[config.mk]
export PLATFORM = sky130hd
export DESIGN_NAME = serial_tx_arbiter_flat
export DESIGN_NICKNAME = d
export VERILOG_FILES = /design/src/rtl/serial_tx_arbiter_if.sv /design/src/rtl/serial_tx_arbiter.sv /design/src/flat_wrapper.sv
export SDC_FILE = /design/constraint.sdc
export NUM_CORES = 1
export LEC_CHECK = 0
export ABC_AREA = 1
export CAP_MARGIN = 10
export CORE_MARGIN = 8
export CORE_UTILIZATION = 44
export DETAILED_ROUTE_END_ITERATION = 8
export GPL_ROUTABILITY_DRIVEN = 0
export GPL_TIMING_DRIVEN = 0
export MAX_ROUTING_LAYER = met4
export PLACE_DENSITY = 0.76
export RECOVER_POWER = 100
export SLEW_MARGIN = 20
export SYNTH_ARGS = -nofsm -noshare
export SYNTH_HDL_FRONTEND = slang
export SYNTH_SLANG_ARGS = --single-unit
[constraint.sdc]
create_clock -name clk -period 1.8 [get_ports clk]
set_clock_uncertainty 0.05 [all_clocks]
set_input_delay 0.36 -clock clk [delete_from_list [all_inputs] [get_ports clk]]
set_output_delay 0.36 -clock clk [all_outputs]
set_load 0.05 [all_outputs]
[src/rtl/serial_tx_arbiter_if.sv]
// serial_tx_arbiter_if
//   Bundles the requester handshake and the transmitter-facing outputs
//   of serial_tx_arbiter.
//
//   req       producers -> arbiter   per-requester byte request (level)
//   req_data  producers -> arbiter   byte for requester i in [8i+7:8i]
//   ack       arbiter -> producers   one-cycle one-hot "byte accepted"
//   ser_data  arbiter -> serial      byte held stable for the whole frame
//   ser_txe   arbiter -> serial      one-cycle transmit-enable pulse
//   busy      arbiter -> observers   flushing or a frame is in flight
//   grant_id  arbiter -> observers   index of the last granted requester
//
//   Modports: master = producer side, slave = arbiter side.
interface serial_tx_arbiter_if #(
    parameter int NREQ = 4
);
    localparam int ID_W = $clog2(NREQ);

    logic [NREQ-1:0]   req;
    logic [8*NREQ-1:0] req_data;
    logic [NREQ-1:0]   ack;
    logic [7:0]        ser_data;
    logic              ser_txe;
    logic              busy;
    logic [ID_W-1:0]   grant_id;

    modport master (
        output req, req_data,
        input  ack, ser_data, ser_txe, busy, grant_id
    );

    modport slave (
        input  req, req_data,
        output ack, ser_data, ser_txe, busy, grant_id
    );
endinterface

[src/rtl/serial_tx_arbiter.sv]
// serial_tx_arbiter
//   Shares one `serial` UART transmitter between NREQ byte producers.
//   A winner is chosen from the pending requests, its byte is latched onto
//   the transmitter data input, a one-cycle txe pulse is fired, and the
//   data is then held for the worst-case frame time. `serial` reports no
//   busy state, so the frame is timed here with a counter. After reset the
//   block first waits one full frame time (FLUSH), because `serial` itself
//   has no reset and may still be shifting out a frame.
//
//   Ports:
//     clk   system clock, shared with `serial`
//     rst   asynchronous reset, active-high
//     bus   serial_tx_arbiter_if.slave: req, req_data in; ack, ser_data,
//           ser_txe, busy, grant_id out (all outputs registered)
//
//   Parameters: NREQ (2..8), CLK_FREQ and BAUD (must match `serial`).
//
//   Build option: define SERIAL_ARB_FIXED_PRIO_EN for fixed priority
//   (lowest index wins, no round-robin pointer). Default is round-robin.
module serial_tx_arbiter #(
    parameter int NREQ     = 4,
    parameter int CLK_FREQ = 50_000_000,
    parameter int BAUD     = 9600
) (
    input  logic               clk,
    input  logic               rst,
    serial_tx_arbiter_if.slave bus
);
    localparam int CLK_MUL    = CLK_FREQ / (BAUD * 16);
    localparam int FRAME_CLKS = 12 * 16 * (CLK_MUL + 1);
    localparam int CNT_W      = $clog2(FRAME_CLKS + 1);
    localparam int ID_W       = $clog2(NREQ);

    localparam logic [CNT_W-1:0] CNT_LAST = CNT_W'(FRAME_CLKS - 1);
    localparam logic [NREQ-1:0]  ONE_HOT0 = NREQ'(1);

    typedef enum logic [1:0] {
        ST_FLUSH = 2'd0,
        ST_IDLE  = 2'd1,
        ST_SEND  = 2'd2
    } state_t;

    state_t          state_r,    state_nxt_s;
    logic [CNT_W-1:0] cnt_r,     cnt_nxt_s;
    logic [NREQ-1:0] ack_r,      ack_nxt_s;
    logic [7:0]      ser_data_r, ser_data_nxt_s;
    logic            ser_txe_r,  ser_txe_nxt_s;
    logic            busy_r,     busy_nxt_s;
    logic [ID_W-1:0] grant_id_r, grant_id_nxt_s;

    logic            grant_s;
    logic [ID_W-1:0] win_lo_s;
    logic [ID_W-1:0] win_s;
    logic [7:0]      win_data_s;

    // A grant happens on any edge where the block is idle and someone asks.
    assign grant_s = (state_r == ST_IDLE) && (|bus.req);

    // Lowest-index pending request; descending scan so the lowest hit is kept.
    always_comb begin
        win_lo_s = {ID_W{1'b0}};
        for (int j = NREQ - 1; j >= 0; j--) begin
            win_lo_s = bus.req[j] ? ID_W'(j) : win_lo_s;
        end
    end

`ifdef SERIAL_ARB_FIXED_PRIO_EN
    // Fixed priority: the lowest pending index always wins.
    assign win_s = win_lo_s;
`else
    logic [ID_W-1:0] ptr_r;
    logic [ID_W-1:0] win_hi_s;
    logic            found_hi_s;
    logic [ID_W-1:0] ptr_after_s;

    // Round-robin: prefer the lowest request at/above the pointer, else wrap
    // around to the lowest request overall.
    always_comb begin
        win_hi_s   = {ID_W{1'b0}};
        found_hi_s = 1'b0;
        for (int j = NREQ - 1; j >= 0; j--) begin
            found_hi_s = (bus.req[j] && (ID_W'(j) >= ptr_r)) ? 1'b1     : found_hi_s;
            win_hi_s   = (bus.req[j] && (ID_W'(j) >= ptr_r)) ? ID_W'(j) : win_hi_s;
        end
        win_s = found_hi_s ? win_hi_s : win_lo_s;
    end

    // Pointer moves one past the winner, wrapping at NREQ.
    assign ptr_after_s = (win_s == ID_W'(NREQ - 1)) ? {ID_W{1'b0}} : (win_s + ID_W'(1));

    // Round-robin pointer register, advanced only on grant edges.
    always_ff @(posedge clk or posedge rst) begin
        if (rst) begin
            ptr_r <= {ID_W{1'b0}};
        end else if (grant_s) begin
            ptr_r <= ptr_after_s;
        end else begin
            ptr_r <= ptr_r;
        end
    end
`endif

    // Byte of the current winner, selected with a constant-index mux.
    always_comb begin
        win_data_s = 8'h00;
        for (int j = 0; j < NREQ; j++) begin
            win_data_s = (win_s == ID_W'(j)) ? bus.req_data[8*j +: 8] : win_data_s;
        end
    end

    // Next-state and next-output logic; ack/txe default low so they pulse once.
    always_comb begin
        state_nxt_s    = state_r;
        cnt_nxt_s      = cnt_r;
        ack_nxt_s      = {NREQ{1'b0}};
        ser_txe_nxt_s  = 1'b0;
        ser_data_nxt_s = ser_data_r;
        busy_nxt_s     = busy_r;
        grant_id_nxt_s = grant_id_r;
        case (state_r)
            ST_FLUSH, ST_SEND: begin
                if (cnt_r == CNT_LAST) begin
                    state_nxt_s = ST_IDLE;
                    busy_nxt_s  = 1'b0;
                    cnt_nxt_s   = {CNT_W{1'b0}};
                end else begin
                    cnt_nxt_s   = cnt_r + CNT_W'(1);
                end
            end
            ST_IDLE: begin
                if (grant_s) begin
                    state_nxt_s    = ST_SEND;
                    ser_data_nxt_s = win_data_s;
                    ack_nxt_s      = ONE_HOT0 << win_s;
                    ser_txe_nxt_s  = 1'b1;
                    grant_id_nxt_s = win_s;
                    busy_nxt_s     = 1'b1;
                    cnt_nxt_s      = {CNT_W{1'b0}};
                end else begin
                    state_nxt_s    = ST_IDLE;
                end
            end
            default: begin
                // Unreachable encoding: recover through a full flush.
                state_nxt_s = ST_FLUSH;
                busy_nxt_s  = 1'b1;
                cnt_nxt_s   = {CNT_W{1'b0}};
            end
        endcase
    end

    // State and output registers.
    always_ff @(posedge clk or posedge rst) begin
        if (rst) begin
            state_r    <= ST_FLUSH;
            cnt_r      <= {CNT_W{1'b0}};
            ack_r      <= {NREQ{1'b0}};
            ser_data_r <= 8'h00;
            ser_txe_r  <= 1'b0;
            busy_r     <= 1'b1;
            grant_id_r <= {ID_W{1'b0}};
        end else begin
            state_r    <= state_nxt_s;
            cnt_r      <= cnt_nxt_s;
            ack_r      <= ack_nxt_s;
            ser_data_r <= ser_data_nxt_s;
            ser_txe_r  <= ser_txe_nxt_s;
            busy_r     <= busy_nxt_s;
            grant_id_r <= grant_id_nxt_s;
        end
    end

    assign bus.ack      = ack_r;
    assign bus.ser_data = ser_data_r;
    assign bus.ser_txe  = ser_txe_r;
    assign bus.busy     = busy_r;
    assign bus.grant_id = grant_id_r;
endmodule

[src/flat_wrapper.sv]
// flat-port wrapper written by rule: the top's interface ports become plain ports
module serial_tx_arbiter_flat 
#(
    parameter int NREQ     = 4,
    parameter int CLK_FREQ = 50_000_000,
    parameter int BAUD     = 9600
)
  (clk, rst, bus_req, bus_req_data, bus_ack, bus_ser_data, bus_ser_txe, bus_busy, bus_grant_id);
  serial_tx_arbiter_if #(.NREQ(NREQ)) bus_i ();
  input  logic clk;
  input  logic rst;
  input wire logic [$bits(bus_i.req)-1:0] bus_req;
  input wire logic [$bits(bus_i.req_data)-1:0] bus_req_data;
  output wire logic [$bits(bus_i.ack)-1:0] bus_ack;
  output wire logic [$bits(bus_i.ser_data)-1:0] bus_ser_data;
  output wire logic [$bits(bus_i.ser_txe)-1:0] bus_ser_txe;
  output wire logic [$bits(bus_i.busy)-1:0] bus_busy;
  output wire logic [$bits(bus_i.grant_id)-1:0] bus_grant_id;
  assign bus_i.req = bus_req;
  assign bus_i.req_data = bus_req_data;
  assign bus_ack = bus_i.ack;
  assign bus_ser_data = bus_i.ser_data;
  assign bus_ser_txe = bus_i.ser_txe;
  assign bus_busy = bus_i.busy;
  assign bus_grant_id = bus_i.grant_id;
  serial_tx_arbiter #(.NREQ(NREQ), .CLK_FREQ(CLK_FREQ), .BAUD(BAUD)) u_core (.clk(clk), .rst(rst), .bus(bus_i));
endmodule
## Word level (Yosys, flattened, before mapping)

Cells that the tools add are included.

| operators by class | value |
|---|---|
| $add $sub $neg | 2 |
| $mul | 0 |
| div/mod/pow operators | 0 |
| magnitude comparators | 4 |
| equality and inequality tests | 8 |
| shift operators | 1 |
| mux-type cells | 31 |
| bitwise gates (word level) | 0 |
| reductions and logical operators | 11 |

Operators with widths:

| kind | count |
|---|---|
| two-way mux 16 bit | 2 |
| two-way mux 8 bit | 4 |
| case mux 16 bit (2 select lines) | 1 |
| two-way mux 2 bit | 12 |
| adder 16 x 1 -> 16 bit (second input constant) | 1 |
| == test 16 bit (second input constant) | 1 |
| two-way mux 1 bit | 8 |
| two-way mux 4 bit | 2 |
| == test 2 bit (second input constant) | 3 |
| logical AND 1 bit | 5 |
| == test 2 x 1 -> 1 bit (second input constant) | 2 |
| >= comparator 1 x 2 -> 1 bit (first input constant) | 2 |
| >= comparator 2 bit (first input constant) | 2 |
| zero test 2 bit | 2 |
| != test 2 x 1 -> 1 bit (second input constant) | 2 |
| case mux 2 bit (2 select lines) | 1 |
| AND reduction 2 bit | 2 |
| OR reduction 4 bit | 1 |
| << shifter 1 x 2 -> 4 bit (first input constant) | 1 |
| adder 2 x 1 -> 2 bit (second input constant) | 1 |
| case mux 1 bit (2 select lines) | 1 |
| OR reduction 2 bit | 1 |

| word-level totals | value |
|---|---|
| register bits after elaboration | 36 |
| latch bits | 0 |
| bits in writable memories | 0 |
| memory bits (read-only) | 0 |
| logic and storage cells | 65 |
| memories kept | 0 |

## Logic depth before layout (Yosys ltp)

| depth | value |
|---|---|
| depth after elaboration | 12 |
| gate-level depth with buffers | 13 |
| depth with buffers taken out | 13 |

## Worst setup path before layout

No wires, ideal clock.

| timing path | value |
|---|---|
| path kind | register -> register |
| from | register u_core.ptr_r[1] |
| to | register u_core.ser_data_r[0] (netlist: u_core.bus.ser_data[0]) |
| arrival | 1.665 ns |
| setup slack | -0.045 ns |
| cell stages (with the launch flop) | 11 |
| buffers on the path | 1 |
| period minus slack after synthesis | 1.845 ns |
| cells stage by stage | dfrtp_1 -> nor3_2 -> inv_1 -> o21ai_1 -> inv_1 -> nand2_1 -> ha_1 -> buf_2 -> clkinv_1 -> o211ai_1 -> nand3_1 |

| on the way | value |
|---|---|
| longest elaborated chain between the ends | 12 |
| elaborated cells between the ends (all ways) | 25 |

Ends and longest elaborated chain:

| element | RTL line | text |
|---|---|---|
| from (decl) | serial_tx_arbiter.sv:71 | `logic [ID_W-1:0] ptr_r;` |
| from (signal assigned) | serial_tx_arbiter.sv:94 | `ptr_r <= {ID_W{1'b0}};` |
| from (signal assigned) | serial_tx_arbiter.sv:96 | `ptr_r <= ptr_after_s;` |
| from (signal assigned) | serial_tx_arbiter.sv:98 | `ptr_r <= ptr_r;` |
| >= comparator 2 bit | serial_tx_arbiter.sv:82, serial_tx_arbiter.sv:83 |  |
| logical AND 1 bit | serial_tx_arbiter.sv:82, serial_tx_arbiter.sv:83 |  |
| two-way mux 2 bit / two-way mux 1 bit (equally long branches) (4 in a row) | serial_tx_arbiter.sv:83, serial_tx_arbiter.sv:82 |  |
| two-way mux 2 bit (*) | serial_tx_arbiter.sv:85 | `win_s = found_hi_s ? win_hi_s : win_lo_s;` |
| zero test 2 bit | serial_tx_arbiter.sv:107 | `win_data_s = (win_s == ID_W'(j)) ? bus.req_data[8*j +: 8] : win_data_s;` |
| two-way mux 8 bit (3 in a row) | serial_tx_arbiter.sv:107 |  |
| two-way mux 8 bit (*) | serial_tx_arbiter.sv:107 |  |
| to (signal assigned) | serial_tx_arbiter.sv:166 | `ser_data_r <= ser_data_nxt_s;` |
| to (decl) | serial_tx_arbiter.sv:46 | `logic [7:0] ser_data_r, ser_data_nxt_s;` |

Every way passes the cells marked *; elsewhere a longest branch is shown, timed or not.
A chain may end at the register's enable or synchronous reset.

## Worst setup path after layout

| timing path | value |
|---|---|
| from | register u_core.ptr_r[1] |
| to | register u_core.ser_data_r[2] (netlist: u_core.bus.ser_data[2]) |

| on the way | value |
|---|---|
| longest elaborated chain between the ends | 12 |
| elaborated cells between the ends (all ways) | 25 |

Ends and longest elaborated chain:

| element | RTL line | text |
|---|---|---|
| >= comparator 2 bit | serial_tx_arbiter.sv:82, serial_tx_arbiter.sv:83 |  |
| logical AND 1 bit | serial_tx_arbiter.sv:82, serial_tx_arbiter.sv:83 |  |
| two-way mux 2 bit / two-way mux 1 bit (equally long branches) (4 in a row) | serial_tx_arbiter.sv:83, serial_tx_arbiter.sv:82 |  |
| two-way mux 2 bit (*) | serial_tx_arbiter.sv:85 |  |
| named net u_core.win_s[1] | serial_tx_arbiter.sv:53 | `logic [ID_W-1:0] win_s;` |
| zero test 2 bit | serial_tx_arbiter.sv:107 |  |
| two-way mux 8 bit (3 in a row) | serial_tx_arbiter.sv:107 |  |
| two-way mux 8 bit (*) | serial_tx_arbiter.sv:107 |  |

The timed path passes the listed nets; every way through them passes the cells marked *.

==> impl_metrics.yaml <==
grt:
  antenna_found_initial: 0
  grt_use_total_pct: 18.0
  grt_pass1_vias: 2232
  grt_max_degree: 35
  grt_pass1_wl_mm: 10.4
  grt_overflow: 0
placed_design:
  pre_cts_ws_ps: -816
  portBuffers: 53
  dp.cells: 397
  dp_hpwl_mm: 4.23
yosys:
  synth_ff_type: "dfrtp_1"
  synthTopCellsByCount: "nand2_1, dfrtp_1, nor2_1, inv_1, nand3_1"
  synth_most_common_cell: "nand2_1"
  syn_nets: 332
  synth_area_leaders: "dfrtp_1, nand2_1, nand3_1"
  netlist.area_leader.share_pct: 41.4
  yosys.area.top_type: "dfrtp_1"
  synth-warning-count: 0
  syn_area_sq_um: 2110
  yosys_register_bits: 36
  avgSynthCellArea_sq_um: 7.32
  ys_seq_area_share_pct: 42.7
  synth_edf_count: 0
  async_reset_ff_share_pct: 100
  yosysUniqueCellTypes: 29
  postSynthCellCount: 289
worst_setup_path:
  startpoint_type: "flip-flop"
  critical_path.max_fanout: 9
  critPathRequiredTime_ps: 1920
  path_class: "reg -> reg"
  cp.arrival_ps: 2060
  end_kind: "flip-flop"
routing:
  drtIter0Drc: 155
  viasPerCell: 5.11
  wl_per_cell_um: 14.6
  antenna_left: 0
  drtPass1Iterations: 4
  via_count: 2101
  routed_wl_mm: 6.00
  drc: 0
die:
  dieArea_sq_um: 7280
  fp-row-count: 25
  pin_count: 54
  initial_core_util_pct: 45.1
  chipWidth_um: 85.3
  coreArea_sq_um: 4690
  die_h_um: 85.3
timing:
  finalHoldViolCount: 0
  clock.fmax_ghz: 0.517
  rsz0062_at_grt: "true"
  drv_slew: 0
  finalWorstSetupSlack_ps: -135
  finalCritPeriodShare_pct: 107
  fin_crit_ps: 1930
  setup_viol: 10
  relSlewSlack_pct: 42.2
  tightest_slew_ps: 867
finish:
  drive_above_1_share_pct: 15.7
  fill_cells: 417
  n_antenna_cell: 0
  instances_no_fill: 411
  final_nets: 399
  syn_to_final_growth_pct: 38.5
clock_tree:
  htreeDepth: 2
  cts_buffers: 5
  cts_tree: "yes"
  clk_path_buf_depth: 2
  cts_sinks: 36
  clockRootBuffer: "clkbuf_8"
  worstSkewPairLatency_ps: 290
  clk_pin_slew_ps: 70
pwr:
  p_sw_share_pct: 24.0
  p_switching_mw: 0.388
  combPwrFrac_pct: 12.5
  vdd_drop_max_mv: 0.369
  power_leakage_nw: 1.48
  power_frac_seq_pct: 50.0
  pwr-share-clk_pct: 37.4
  p_int_mw: 1.23
  finalPower_mw: 1.62
  p_per_area_nw_per_um2: 552
status:
  status: "complete, but fails checks"
  violations: "negative setup slack"
worst_hold_path:
  hp-class: "in -> async"
run:
  cap_violations: 0
[registers in the layout, summed over array words and instances, names as in the netlist]
signal and flops:
u_core.cnt_r 16, u_core.bus.ser_data 8, u_core.bus.ack 4, u_core.bus.grant_id 2, u_core.ptr_r 2, u_core.state_r 2
u_core.bus.busy 1, u_core.bus.ser_txe 1
[metal layers]
layer | GRT usage (%) | vias to the layer above | share of wire [%]
li1 | - | 1056 | -
met1 | 21.1 | 971 | 43
met2 | 29.5 | 64 | 49
met3 | 5.98 | 10 | 6.2
met4 | 3.98 | 0 | 1.4
met5 | - | - | 0
[repair_timing]
item                                    4_1_cts  5_1_grt
buffers inserted                              2        3
gates resized for setup                      48        8
pin swaps                                     7       15
hold buffers                                  0        0
cloned                                        2        0
endpoints found under the setup margin       26       10
[logic make-up after synthesis]
family,after synthesis,share of synthesized area [%]
flops,36,42.7
compound gates,33,8.88
buf+inv,39,8.05
xor+xnor,3,1.24
simple gates,173,36.2
fa+ha+maj,5,2.96
[critical path, cell delays in order (launching register included)]
cell and delay, ps:
dfrtp_2 420, inv_2 50, nand2_1 90, inv_1 90, nor2_1 180, nand2_2 140, inv_1 140, ha_4 160
buf_6 120, clkinv_4 90, o211ai_1 190, nand3_1 90
[power by group through the flow]
stage	clock, mW	combinational (mW)	sequential, mW
4_1_cts	0.625	0.200	0.808
2_1_floorplan	0	0.0633	0.824
3_3_place_gp	0	0.162	0.824
5_1_grt	0.652	0.225	0.808
6_report	0.604	0.203	0.808
3_5_place_dp	0	0.172	0.824
[metrics by stage]
| stage | setup TNS, ps | util (%) | hold slack (ps) | cell area [sq um] |
|---|---|---|---|---|
| after floorplan | 0 | - | 386 | 2120 |
| after global placement | -15550 | 57.8 | 405 | 2710 |
| after detailed placement | -7990 | 58.3 | 411 | 2730 |
| after CTS | -539 | 62.4 | 190 | 2930 |
| after global routing | -3130 | 62.4 | 340 | 2930 |
| final | -1020 | 62.4 | 318 | 2930 |
[layout by cell type (no fill, tap or decap), drive strengths merged, types with 3 or more instances in the layout]
| cell | instances |
|---|---|
| nand3 | 26 |
| nor2 | 40 |
| o211ai | 8 |
| buf | 9 |
| dfrtp | 35 |
| inv | 32 |
| dlygate4sd2 | 19 |
| clkdlybuf4s50 | 32 |
| nor3 | 3 |
| xor2 | 3 |
| a21oi | 11 |
| clkbuf | 11 |
| o21ai | 13 |
| ha | 5 |
| nand2 | 98 |
| nand4 | 6 |
[final timing paths]
kind,startpoint,to,slack [ps],cells after the start
worst max-delay path,u_core.ptr_r[1],u_core.bus.ser_data[2],-130,11
worst min-delay path,rst,u_core.bus.ser_data[3],320,2
worst max register to register,u_core.ptr_r[1],u_core.bus.ser_data[2],-130,11
worst min register to register,u_core.bus.busy,u_core.bus.busy,410,2
max in group asynchronous,rst,u_core.ptr_r[1],290,3
min in group clk,u_core.bus.busy,u_core.bus.busy,410,2
[layout make-up]
class	count	area [sq um]	share of cell area, %
Multi-Input combinational cell	215	1150	39.1
Sequential cell	36	903	30.8
Timing Repair Buffer	60	557	19.0
Inverter	33	131	4.49
Clock buffer	8	90.1	3.08
Tap cell	54	67.6	2.31
Buffer	5	33.8	1.15
(Power assumes the default switching activity.)
